==> config.mk <==
export PLATFORM = sky130hd
export DESIGN_NAME = alu_seq_flat
export DESIGN_NICKNAME = d
export VERILOG_FILES = /design/src/rtl/alu_pkg.sv /design/src/rtl/alu_seq_if.sv /design/src/rtl/mul_seq.sv /design/src/rtl/alu_seq.sv /design/src/flat_wrapper.sv
export SDC_FILE = /design/constraint.sdc
export NUM_CORES = 1
export LEC_CHECK = 0
export ABC_AREA = 1
export BUFFER_PORTS_ARGS = -buffer_cell sky130_fd_sc_hd__buf_4
export CAP_MARGIN = 10
export CORE_MARGIN = 2
export CORE_UTILIZATION = 34
export CTS_CLUSTER_DIAMETER = 30
export CTS_CLUSTER_SIZE = 14
export DETAILED_ROUTE_END_ITERATION = 8
export HOLD_SLACK_MARGIN = 0.02
export SLEW_MARGIN = 5
export SYNTH_ARGS = -nofsm -noshare
export SYNTH_HDL_FRONTEND = slang
export SYNTH_SLANG_ARGS = --single-unit
==> constraint.sdc <==
create_clock -name clk -period 6.3 [get_ports clk]
set_input_delay 0.63 -clock clk [delete_from_list [all_inputs] [get_ports clk]]
set_output_delay 0.63 -clock clk [all_outputs]
set_load 0.02 [all_outputs]
==> src/rtl/alu_pkg.sv <==
// Shared definitions for the multi-cycle EX-stage ALU: opcode encodings,
// top-level FSM states and the registered flag bundle.
package alu_pkg;

  localparam logic [5:0] OP_ADDR  = 6'b000000;
  localparam logic [5:0] OP_AND   = 6'b010000;
  localparam logic [5:0] OP_XOR   = 6'b010001;
  localparam logic [5:0] OP_ADD   = 6'b010010;
  localparam logic [5:0] OP_MULTU = 6'b010011;
  localparam logic [5:0] OP_MULT  = 6'b010100;
  localparam logic [5:0] OP_NEG   = 6'b010101;
  localparam logic [5:0] OP_SRL   = 6'b010110;
  localparam logic [5:0] OP_SLL   = 6'b010111;
  localparam logic [5:0] OP_SRA   = 6'b011000;
  localparam logic [5:0] OP_ADDI  = 6'b100000;
  localparam logic [5:0] OP_NEGI  = 6'b100001;
  localparam logic [5:0] OP_SRLI  = 6'b100010;
  localparam logic [5:0] OP_SLLI  = 6'b100011;
  localparam logic [5:0] OP_SRAI  = 6'b100100;
  localparam logic [5:0] OP_PASSA = 6'b110000;
  localparam logic [5:0] OP_PASSB = 6'b110001;

  typedef enum logic [1:0] {IDLE, MUL, SIGN} state_e;

  typedef struct packed {
    logic c;
    logic z;
    logic s;
    logic o;
  } flags_t;

  function automatic logic is_mul(input logic [5:0] op);
    return (op == OP_MULTU) || (op == OP_MULT);
  endfunction

endpackage

==> src/rtl/alu_seq_if.sv <==
// Request/result bundle between the EX-stage controller (master) and alu_seq (slave).
interface alu_seq_if #(parameter int WIDTH = 32);
  logic             start;
  logic [WIDTH-1:0] a;
  logic [WIDTH-1:0] b;
  logic [15:0]      imm;
  logic [5:0]       control;
  logic             busy;
  logic             done;
  logic [WIDTH-1:0] res;
  logic [WIDTH-1:0] res_mult;
  logic             c_flag;
  logic             z_flag;
  logic             s_flag;
  logic             o_flag;

  modport master (
    output start, a, b, imm, control,
    input  busy, done, res, res_mult, c_flag, z_flag, s_flag, o_flag
  );

  modport slave (
    input  start, a, b, imm, control,
    output busy, done, res, res_mult, c_flag, z_flag, s_flag, o_flag
  );
endinterface

==> src/rtl/mul_seq.sv <==
// Iterative shift-add multiplier on operand magnitudes; one multiplier bit per
// cycle. The unsigned 2*WIDTH magnitude product and the sign to apply are outputs.
module mul_seq #(
  parameter int WIDTH = 32
) (
  input  logic               clk,
  input  logic               rst,
  input  logic               start_i,
  input  logic               signed_i,
  input  logic [WIDTH-1:0]   a_i,
  input  logic [WIDTH-1:0]   b_i,
  output logic               done_o,
  output logic               neg_o,
  output logic [2*WIDTH-1:0] prod_o
);

  localparam int CW = $clog2(WIDTH);

  logic [WIDTH-1:0]   mcand_q, mcand_d;
  logic [WIDTH-1:0]   mplier_q, mplier_d;
  logic [2*WIDTH-1:0] acc_q, acc_d;
  logic [CW-1:0]      cnt_q, cnt_d;
  logic               run_q, run_d;
  logic               neg_q, neg_d;
  logic [WIDTH:0]     sum;

  // NOTE: every always_comb output gets a default first, so no path can infer a latch.
  always_comb begin
    mcand_d  = mcand_q;
    mplier_d = mplier_q;
    acc_d    = acc_q;
    cnt_d    = cnt_q;
    run_d    = run_q;
    neg_d    = neg_q;
    sum      = {1'b0, acc_q[2*WIDTH-1:WIDTH]} + (mplier_q[0] ? {1'b0, mcand_q} : '0);

    if (start_i) begin
      // Magnitudes are plain unsigned W-bit values, so -2^(W-1) maps to 2^(W-1).
      mcand_d  = (signed_i && a_i[WIDTH-1]) ? -a_i : a_i;
      mplier_d = (signed_i && b_i[WIDTH-1]) ? -b_i : b_i;
      acc_d    = '0;
      cnt_d    = '0;
      run_d    = 1'b1;
      neg_d    = signed_i & (a_i[WIDTH-1] ^ b_i[WIDTH-1]);
    end else if (run_q) begin
      acc_d    = {sum, acc_q[WIDTH-1:1]};
      mplier_d = mplier_q >> 1;
      cnt_d    = cnt_q + 1'b1;
      if (cnt_q == CW'(WIDTH - 1)) run_d = 1'b0;
    end
  end

  // NOTE: sequential state uses non-blocking assignments so all registers update together.
  always_ff @(posedge clk or posedge rst) begin
    if (rst) begin
      mcand_q  <= '0;
      mplier_q <= '0;
      acc_q    <= '0;
      cnt_q    <= '0;
      run_q    <= 1'b0;
      neg_q    <= 1'b0;
    end else begin
      mcand_q  <= mcand_d;
      mplier_q <= mplier_d;
      acc_q    <= acc_d;
      cnt_q    <= cnt_d;
      run_q    <= run_d;
      neg_q    <= neg_d;
    end
  end

  // High during the final step; prod_o is complete after that edge.
  assign done_o = run_q && (cnt_q == CW'(WIDTH - 1));
  assign neg_o  = neg_q;
  assign prod_o = acc_q;

endmodule

==> src/rtl/alu_seq.sv <==
// Multi-cycle EX-stage ALU: single-cycle datapath registered at accept, plus an
// IDLE -> MUL -> SIGN sequence around mul_seq for MULTU/MULT.
module alu_seq
  import alu_pkg::*;
#(
  parameter int WIDTH = 32
) (
  input logic       clk,
  input logic       rst,
  alu_seq_if.slave  bus
);

  localparam int SHW = $clog2(WIDTH);
  localparam int IW  = (WIDTH < 16) ? WIDTH : 16;

  state_e             state_q, state_d;
  logic [WIDTH-1:0]   res_q, res_d;
  logic [WIDTH-1:0]   res_mult_q, res_mult_d;
  flags_t             flags_q, flags_d;
  logic               done_q, done_d;

  logic               mul_start, mul_done, mul_neg;
  logic [2*WIDTH-1:0] prod, prod_fix;

  logic [WIDTH-1:0]   imm_x, alu_res;
  logic               alu_c, alu_o;
  logic [SHW-1:0]     sh_b, sh_i;

  assign sh_b     = bus.b[SHW-1:0];
  assign sh_i     = bus.imm[SHW-1:0];
  assign prod_fix = mul_neg ? -prod : prod;

  always_comb begin
    imm_x         = '0;
    imm_x[IW-1:0] = bus.imm[IW-1:0];
  end

  // Single-cycle datapath, evaluated on the live inputs and captured at accept.
  always_comb begin
    alu_res = '0;
    alu_c   = 1'b0;
    alu_o   = 1'b0;
    unique case (bus.control)
      OP_AND:   alu_res = bus.a & bus.b;
      OP_XOR:   alu_res = bus.a ^ bus.b;
      OP_ADD: begin
        {alu_c, alu_res} = {1'b0, bus.a} + {1'b0, bus.b};
        alu_o = (bus.a[WIDTH-1] == bus.b[WIDTH-1]) && (alu_res[WIDTH-1] != bus.a[WIDTH-1]);
      end
      OP_NEG:   alu_res = -bus.b;
      OP_SRL:   alu_res = bus.a >> sh_b;
      OP_SLL:   alu_res = bus.a << sh_b;
      OP_SRA:   alu_res = $signed(bus.a) >>> sh_b;
      OP_ADDI: begin
        {alu_c, alu_res} = {1'b0, bus.a} + {1'b0, imm_x};
        alu_o = ~bus.a[WIDTH-1] & alu_res[WIDTH-1];
      end
      OP_NEGI:  alu_res = -imm_x;
      OP_SRLI:  alu_res = bus.a >> sh_i;
      OP_SLLI:  alu_res = bus.a << sh_i;
      OP_SRAI:  alu_res = $signed(bus.a) >>> sh_i;
      OP_ADDR:  alu_res = bus.a + imm_x;
      OP_PASSA: alu_res = bus.a;
      OP_PASSB: alu_res = bus.b;
      default:  alu_res = '0;
    endcase
  end

  always_comb begin
    state_d    = state_q;
    res_d      = res_q;
    res_mult_d = res_mult_q;
    flags_d    = flags_q;
    done_d     = 1'b0;
    mul_start  = 1'b0;
    case (state_q)
      IDLE: begin
        if (bus.start) begin
          if (is_mul(bus.control)) begin
            mul_start = 1'b1;
            state_d   = MUL;
          end else begin
            res_d      = alu_res;
            res_mult_d = '0;
            flags_d    = '{c: alu_c, z: (alu_res == '0), s: alu_res[WIDTH-1], o: alu_o};
            done_d     = 1'b1;
          end
        end
      end
      MUL: if (mul_done) state_d = SIGN;
      SIGN: begin
        {res_mult_d, res_d} = prod_fix;
        flags_d = '{c: 1'b0, z: (prod_fix == '0), s: prod_fix[2*WIDTH-1], o: 1'b0};
        done_d  = 1'b1;
        state_d = IDLE;
      end
      default: state_d = IDLE;
    endcase
  end

  always_ff @(posedge clk or posedge rst) begin
    if (rst) begin
      state_q    <= IDLE;
      res_q      <= '0;
      res_mult_q <= '0;
      flags_q    <= '0;
      done_q     <= 1'b0;
    end else begin
      state_q    <= state_d;
      res_q      <= res_d;
      res_mult_q <= res_mult_d;
      flags_q    <= flags_d;
      done_q     <= done_d;
    end
  end

  mul_seq #(.WIDTH(WIDTH)) u_mul (
    .clk      (clk),
    .rst      (rst),
    .start_i  (mul_start),
    .signed_i (bus.control == OP_MULT),
    .a_i      (bus.a),
    .b_i      (bus.b),
    .done_o   (mul_done),
    .neg_o    (mul_neg),
    .prod_o   (prod)
  );

  assign bus.busy     = (state_q != IDLE);
  assign bus.done     = done_q;
  assign bus.res      = res_q;
  assign bus.res_mult = res_mult_q;
  assign bus.c_flag   = flags_q.c;
  assign bus.z_flag   = flags_q.z;
  assign bus.s_flag   = flags_q.s;
  assign bus.o_flag   = flags_q.o;

endmodule

==> src/flat_wrapper.sv <==
// flat-port wrapper written by rule: the top's interface ports become plain ports
module alu_seq_flat import alu_pkg::*;
#(
  parameter int WIDTH = 32
)
  (clk, rst, bus_start, bus_a, bus_b, bus_imm, bus_control, bus_busy, bus_done, bus_res, bus_res_mult, bus_c_flag, bus_z_flag, bus_s_flag, bus_o_flag);
  alu_seq_if #(.WIDTH(WIDTH)) bus_i ();
  input logic clk;
  input logic rst;
  input wire logic [$bits(bus_i.start)-1:0] bus_start;
  input wire logic [$bits(bus_i.a)-1:0] bus_a;
  input wire logic [$bits(bus_i.b)-1:0] bus_b;
  input wire logic [$bits(bus_i.imm)-1:0] bus_imm;
  input wire logic [$bits(bus_i.control)-1:0] bus_control;
  output wire logic [$bits(bus_i.busy)-1:0] bus_busy;
  output wire logic [$bits(bus_i.done)-1:0] bus_done;
  output wire logic [$bits(bus_i.res)-1:0] bus_res;
  output wire logic [$bits(bus_i.res_mult)-1:0] bus_res_mult;
  output wire logic [$bits(bus_i.c_flag)-1:0] bus_c_flag;
  output wire logic [$bits(bus_i.z_flag)-1:0] bus_z_flag;
  output wire logic [$bits(bus_i.s_flag)-1:0] bus_s_flag;
  output wire logic [$bits(bus_i.o_flag)-1:0] bus_o_flag;
  assign bus_i.start = bus_start;
  assign bus_i.a = bus_a;
  assign bus_i.b = bus_b;
  assign bus_i.imm = bus_imm;
  assign bus_i.control = bus_control;
  assign bus_busy = bus_i.busy;
  assign bus_done = bus_i.done;
  assign bus_res = bus_i.res;
  assign bus_res_mult = bus_i.res_mult;
  assign bus_c_flag = bus_i.c_flag;
  assign bus_z_flag = bus_i.z_flag;
  assign bus_s_flag = bus_i.s_flag;
  assign bus_o_flag = bus_i.o_flag;
  alu_seq #(.WIDTH(WIDTH)) u_core (.clk(clk), .rst(rst), .bus(bus_i));
endmodule
# Word level (Yosys, flattened, before mapping)
# Index checks and enable logic that the tools add are counted.
# word_totals
reg_bits	206
inputBits	89
output_inout_bits	70
# classes
n_addsub	9
n_eq_ne	25
shift	6
n_mux	35
bitwise_logic	6
n_reduce_logical	14
# ops
op	count
$pmux 32 s15	1
$mux 32	9
$mux 64	3
$pmux 32 s2	2
$logic_not 64->1	1
$neg 32->32	2
$neg 64->64	1
$shl 32x5->32	2
$shr 32x5->32	2
$sshr 32x5->32	2
$eq 6x5->1 const B	9
$eq 6x6->1 const B	7
$add 32x16->33	1
$add 32x32->33	1
$add 32x33->33	1
$add 32x16->32	1
$and 32x32->32	1
$logic_not 32->1	1
$neg 16->32	1
$xor 32x32->32	1
$mux 5	2
$mux 1	8
$mux 4	2
$pmux 4 s2	1
other kinds (20)	33

# Logic depth before layout (Yosys ltp)
# logic_depth
depth_word	7
depth_mapped	24
depth_no_buf	24

# Cells and area by module
# Synthesis repeated with hierarchy kept, for this count alone.
# hier_totals
hier_cells	4823
hier_area_um2	26872.0
# by_module_without_submodules
mod	n_inst	cells_per_inst	area_each_um2	seq_area_each_um2
alu_seq	1	3319	17162.7	1776.7
mul_seq	1	1504	9709.3	3378.2

# Worst setup path after synthesis
# Ideal clock, no wire load.
# synth_path
kind	input -> register
from	input bus_imm[5]
to	register u_core.flags_q, in the netlist u_core.bus.z_flag
t_arrival_ps	2991
t_required_ps	6227
setup_slack_ps	3236
stages	20
n_path_buf	0
cell_sequence	ha_1 > nand2_1 > nor2_1 > inv_1 > nor3_1 > nand3_1 > a31oi_1 > nand3_1 > nor3_1 > ha_1 > o22ai_1 > nor2_1 > nand4_1 > a21oi_1 > nand4_1 > nor2_1 > nand3_1 > nor2_1 > nand2_1 > a21oi_2
# synth_between
elab_chain_cells	6
elab_cells_between_ends	8
cone_classes	add/sub (3); mux (4); reduce/logical (1)
# synth_rtl
item	line	text
start: declaration	flat_wrapper.sv:13	input wire logic [$bits(bus_i.imm)-1:0] bus_imm;
$add 32x16->32, or another cell as far along	alu_seq.sv:62	OP_ADDR: alu_res = bus.a + imm_x;
$pmux 32 s15 (*)	alu_seq.sv:43	unique case (bus.control)
$logic_not 32->1 (*)	alu_seq.sv:85	flags_d = '{c: alu_c, z: (alu_res == '0), s: alu_res[WIDTH-1], o: alu_o};
$mux 4 (*)	alu_seq.sv:79	if (is_mul(bus.control)) begin
$mux 4 (*)	alu_seq.sv:78	if (bus.start) begin
$pmux 4 s2 (*)	alu_seq.sv:76	case (state_q)
end signal: assignment	alu_seq.sv:112	flags_q <= flags_d;
end: declaration	alu_seq.sv:19	flags_t flags_q, flags_d;
# Mark *: on every way between the ends. The rest lies on a longest branch, timed or not. The select of a mux whose other input is x is not followed.
# A chain may end at the register's enable or synchronous reset.

# Worst setup path in the final report
# layout_path
from	input bus_control[3]
to	register u_core.flags_q, in the netlist u_core.bus.z_flag
# layout_between
elab_chain_cells	6
elab_cells_between_ends	25
cone_classes	eq/ne (17); mux (4); reduce/logical (4)
# layout_rtl
item	line	text
start: declaration	flat_wrapper.sv:14	input wire logic [$bits(bus_i.control)-1:0] bus_control;
$eq 6x6->1, or another cell as far along	alu_seq.sv:43	
$pmux 32 s15	alu_seq.sv:43	
$logic_not 32->1	alu_seq.sv:85	
$mux 4	alu_seq.sv:79	
$mux 4	alu_seq.sv:78	
$pmux 4 s2	alu_seq.sv:76	
# Parallel ways exist; a longest one is shown, timed or not. The select of a mux whose other input is x is not followed.

==> impl_results.md <==
* Outcome: finished, final reports clean
* Peak VDD IR at 0.255 mV
* Largest area contributor in the netlist: dfrtp_1
* Post-synth top cells: nand2_1 (1233), nand3_1 (704), nor2_1 (409), inv_1 (369), o21ai_0 (253)
* Worst-Margin Slew at 1.21 ns
* GRT Residual Overflow at 0
* GPL Wtd Cong at 1.04
* Crit-path slowest cell: o21ai_1
* Synth Flop Type: dfrtp_1
* H-tree depth at 2
* CTS Hold Buffers Added at 0
* Syn nets at 4428
* Resize count post-CTS at 0
* P_leak at 14.3 nW
* Largest net degree at the start of global routing at 100
* CTS tree: built
* Final Instance Area at 28600 um2
* Final critical-path required period at 4.26 ns
* Top post-synthesis cells by area: dfrtp_1 (21%), nand2_1 (19%), nand3_1 (14%), nor2_1 (6.2%), inv_1 (5.6%)
* Pwr Total at 7.52 mW
* Crit-path cells: buf_4 -> nor2_2 -> nand3_2 -> o21ai_1 -> clkinv_1 -> nor2_1 -> nand3_1 -> o21ai_1 -> nor2_1 -> nand3_1 -> nor2_1 -> nand2_1 -> nor2_1 -> nand2_1 -> a21oi_2
* Crit path buf inv count at 2
* Initial antenna violation count at 3
* Final setup fails at 0
* Layout cells sized above 1 at 0.0812
* Placed cell area at 26600 um2
* Async SR Flop Fraction at 1.00
* Worst Path Arrival at 4.72 ns
* Drt pass-1 iters at 8
* First-pass GRT wire length at 194 mm
* Initial Util at 0.344
* Area Growth Syn to Fin at 16.3%
* Post-route setup TNS at 0 ns
* Width of the die at 273 um
* CP endpoint kind: flip-flop
* Die area at 74600 um2
* Clock sinks at 206
* Hold Crit Class: input pin to async pin
* Top cell by count, worst path: nor2_1
* RSZ-0062 raised after global routing: false
* Largest stage delay on the critical path at 1.01 ns
* Antenna viol nets, final at 0
* Via Count at 31200
* DRC violations left at 0
* Clock-pin slew on the worst setup and hold paths at 0.04 ns
* Vias per inst at 5.86
* Post-CTS Setup Repair Bufs at 0
* Register area share after synthesis at 0.209
* Max-Slew Margin vs Limit at 0.195
* Placement Setup Slack at 1.57 ns
* Tcrit/Tclk final at 0.676
* Row cnt at 98
* Cell count along the critical path at 15
* I/O Pins at 159
* Longest Clk Path Bufs at 3
* WL per Instance at 25.1 um
* Total Routed Length at 134 mm
* Num CTS Buffers at 53
* Worst-path fanout max at 13
* DIE HEIGHT at 273 um
* Vias in the first global route at 29200
* PwrDens at 263 nW/um2
* Synthesized area at 24600 um2
* Core area at 71600 um2
* Final-stage net count at 4509
* CP delay by family, top: simple AND/OR/NAND/NOR gates
* Post-synth top area share at 0.209
* # port buffers at 158
* Max Fclk at 235 MHz
* Final clock skew at 0.0745 ns
* Most frequent cell after synthesis: nand2_1
* Gr usage total at 0.349
* Clk_lat worst skew at 0.63 ns
* Post-synthesis cell count at 4248
* Syn_area_per_cell at 5.79 um2
* Root Driver: clkbuf_16
* Hold Fails Final Rpt at 0
* Maxcap violations at 0
* WP data required at 6.76 ns
* Final HPWL DP at 104 mm
* Yosys warnings at 0
* 1st-iter DRT viols at 4112
* Worst setup margin at 2.04 ns
* Number of flops mapped to enable cells by yosys at 0
* Setup Crit Path Kind: input pin to flip-flop
* Synth Register Bits at 206
* Startpoint Class: input pin
* Reg2reg path depth at 16
* Hold slack at 0.0837 ns
* Pins Over Slew Limit at 0
* Synth cell types at 58
path summary, 6_finish.rpt:
| kind | start | endpoint | slack [ns] |
|---|---|---|---|
| hold reg to reg | u_core.u_mul.mplier_q[26]$_DFFE_PP0P_ | u_core.u_mul.mplier_q[26]$_DFFE_PP0P_ | 0.48 |
| hold / removal | rst | u_core.bus.res_mult[19]$_DFFE_PP0P_ | 0.08 |
| setup / recovery | bus_control[3] | u_core.bus.z_flag$_DFFE_PP0P_ | 2.04 |
| min in group clk | bus_b[30] | u_core.u_mul.mplier_q[30]$_DFFE_PP0P_ | 0.34 |
| max in group asynchronous | rst | u_core.u_mul.mcand_q[7]$_DFFE_PP0P_ | 4.78 |
| setup reg to reg | u_core.u_mul.mplier_q[0]$_DFFE_PP0P_ | u_core.u_mul.prod_o[49]$_DFFE_PP0P_ | 2.49 |
flip-flops by register name (all words and copies together), names as in the netlist:
register	cells
u_core.bus.c_flag	1
u_core.bus.o_flag	1
u_core.u_mul.neg_o	1
u_core.u_mul.mcand_q	32
u_core.bus.res_mult	32
u_core.bus.done	1
u_core.bus.z_flag	1
u_core.bus.s_flag	1
u_core.u_mul.prod_o	64
u_core.u_mul.run_q	1
u_core.state_q	2
u_core.u_mul.cnt_q	5
u_core.bus.res	32
u_core.u_mul.mplier_q	32
metal layers:
layer	vias up	share of wire	global-route usage
met4	6	0.069	0.204
li1	14500	-	-
met2	1695	0.43	0.539
met3	361	0.089	0.0583
met5	-	0.00032	0
met1	14700	0.41	0.458
placed cells by master (no fill, tap or decap), types with 4 or more instances in the layout:
cell type   instances
o21ai_2            12
clkinvlp_4          4
inv_1             367
o211ai_1           28
dfrtp_1           206
nand2_1          1231
nor4_1              9
and3_1              5
nand4_1            67
buf_4             207
clkbuf_8           10
nand3_1           704
xnor2_1             8
clkinv_1           14
bufinv_16          13
a22o_1             14
o21ai_1             8
xor2_1             99
o21a_1              6
o21bai_1            8
clkbuf_1            7
clkinv_2            6
inv_2              10
o21ai_0           252
o31ai_1             8
nand2_2             4
a21oi_1           243
a22oi_1            26
clkbuf_16          53
nor2_2              6
or2_2              13
nand3b_1           16
o221ai_1           16
nor3_1             67
o22ai_1            73
a21o_1              6
nor2_1            407
a31oi_1            10
ha_1               88
layout make-up:
class                           instances  area (um2)
Clock inverter                         28         552
Sequential cell                       206        5150
Inverter                              393        1480
Antenna cell                            1        2.50
Tap cell                              950        1190
Fill cell                            7974       43000
Clock buffer                           70        1490
Multi-Input combinational cell       3468       17200
Timing Repair Buffer                  207        1550
power breakdown:
part           switching (mW)  internal [mW]  total [mW]
clock network           0.890           2.19        3.08
logic                    1.95          0.809        2.76
registers               0.158           1.52        1.68
logic make-up after synthesis:
kind of cell,count (synthesis),share of synthesized area
flops,206,0.209
simple gates,2543,0.443
xor+xnor,107,0.0381
compound gates,727,0.170
buf+inv,574,0.0930
fa+ha+maj,91,0.0472
stage by stage:
| step | instances | util |
|---|---|---|
| 2_1_floorplan | 4248 | - |
| 3_3_place_gp | 5224 | 0.371 |
| 3_5_place_dp | 5224 | 0.371 |
| 4_1_cts | 5322 | 0.400 |
| 5_1_grt | 5322 | 0.400 |
| 6_report | 5323 | 0.400 |
Power figures use the tool's default switching activity.
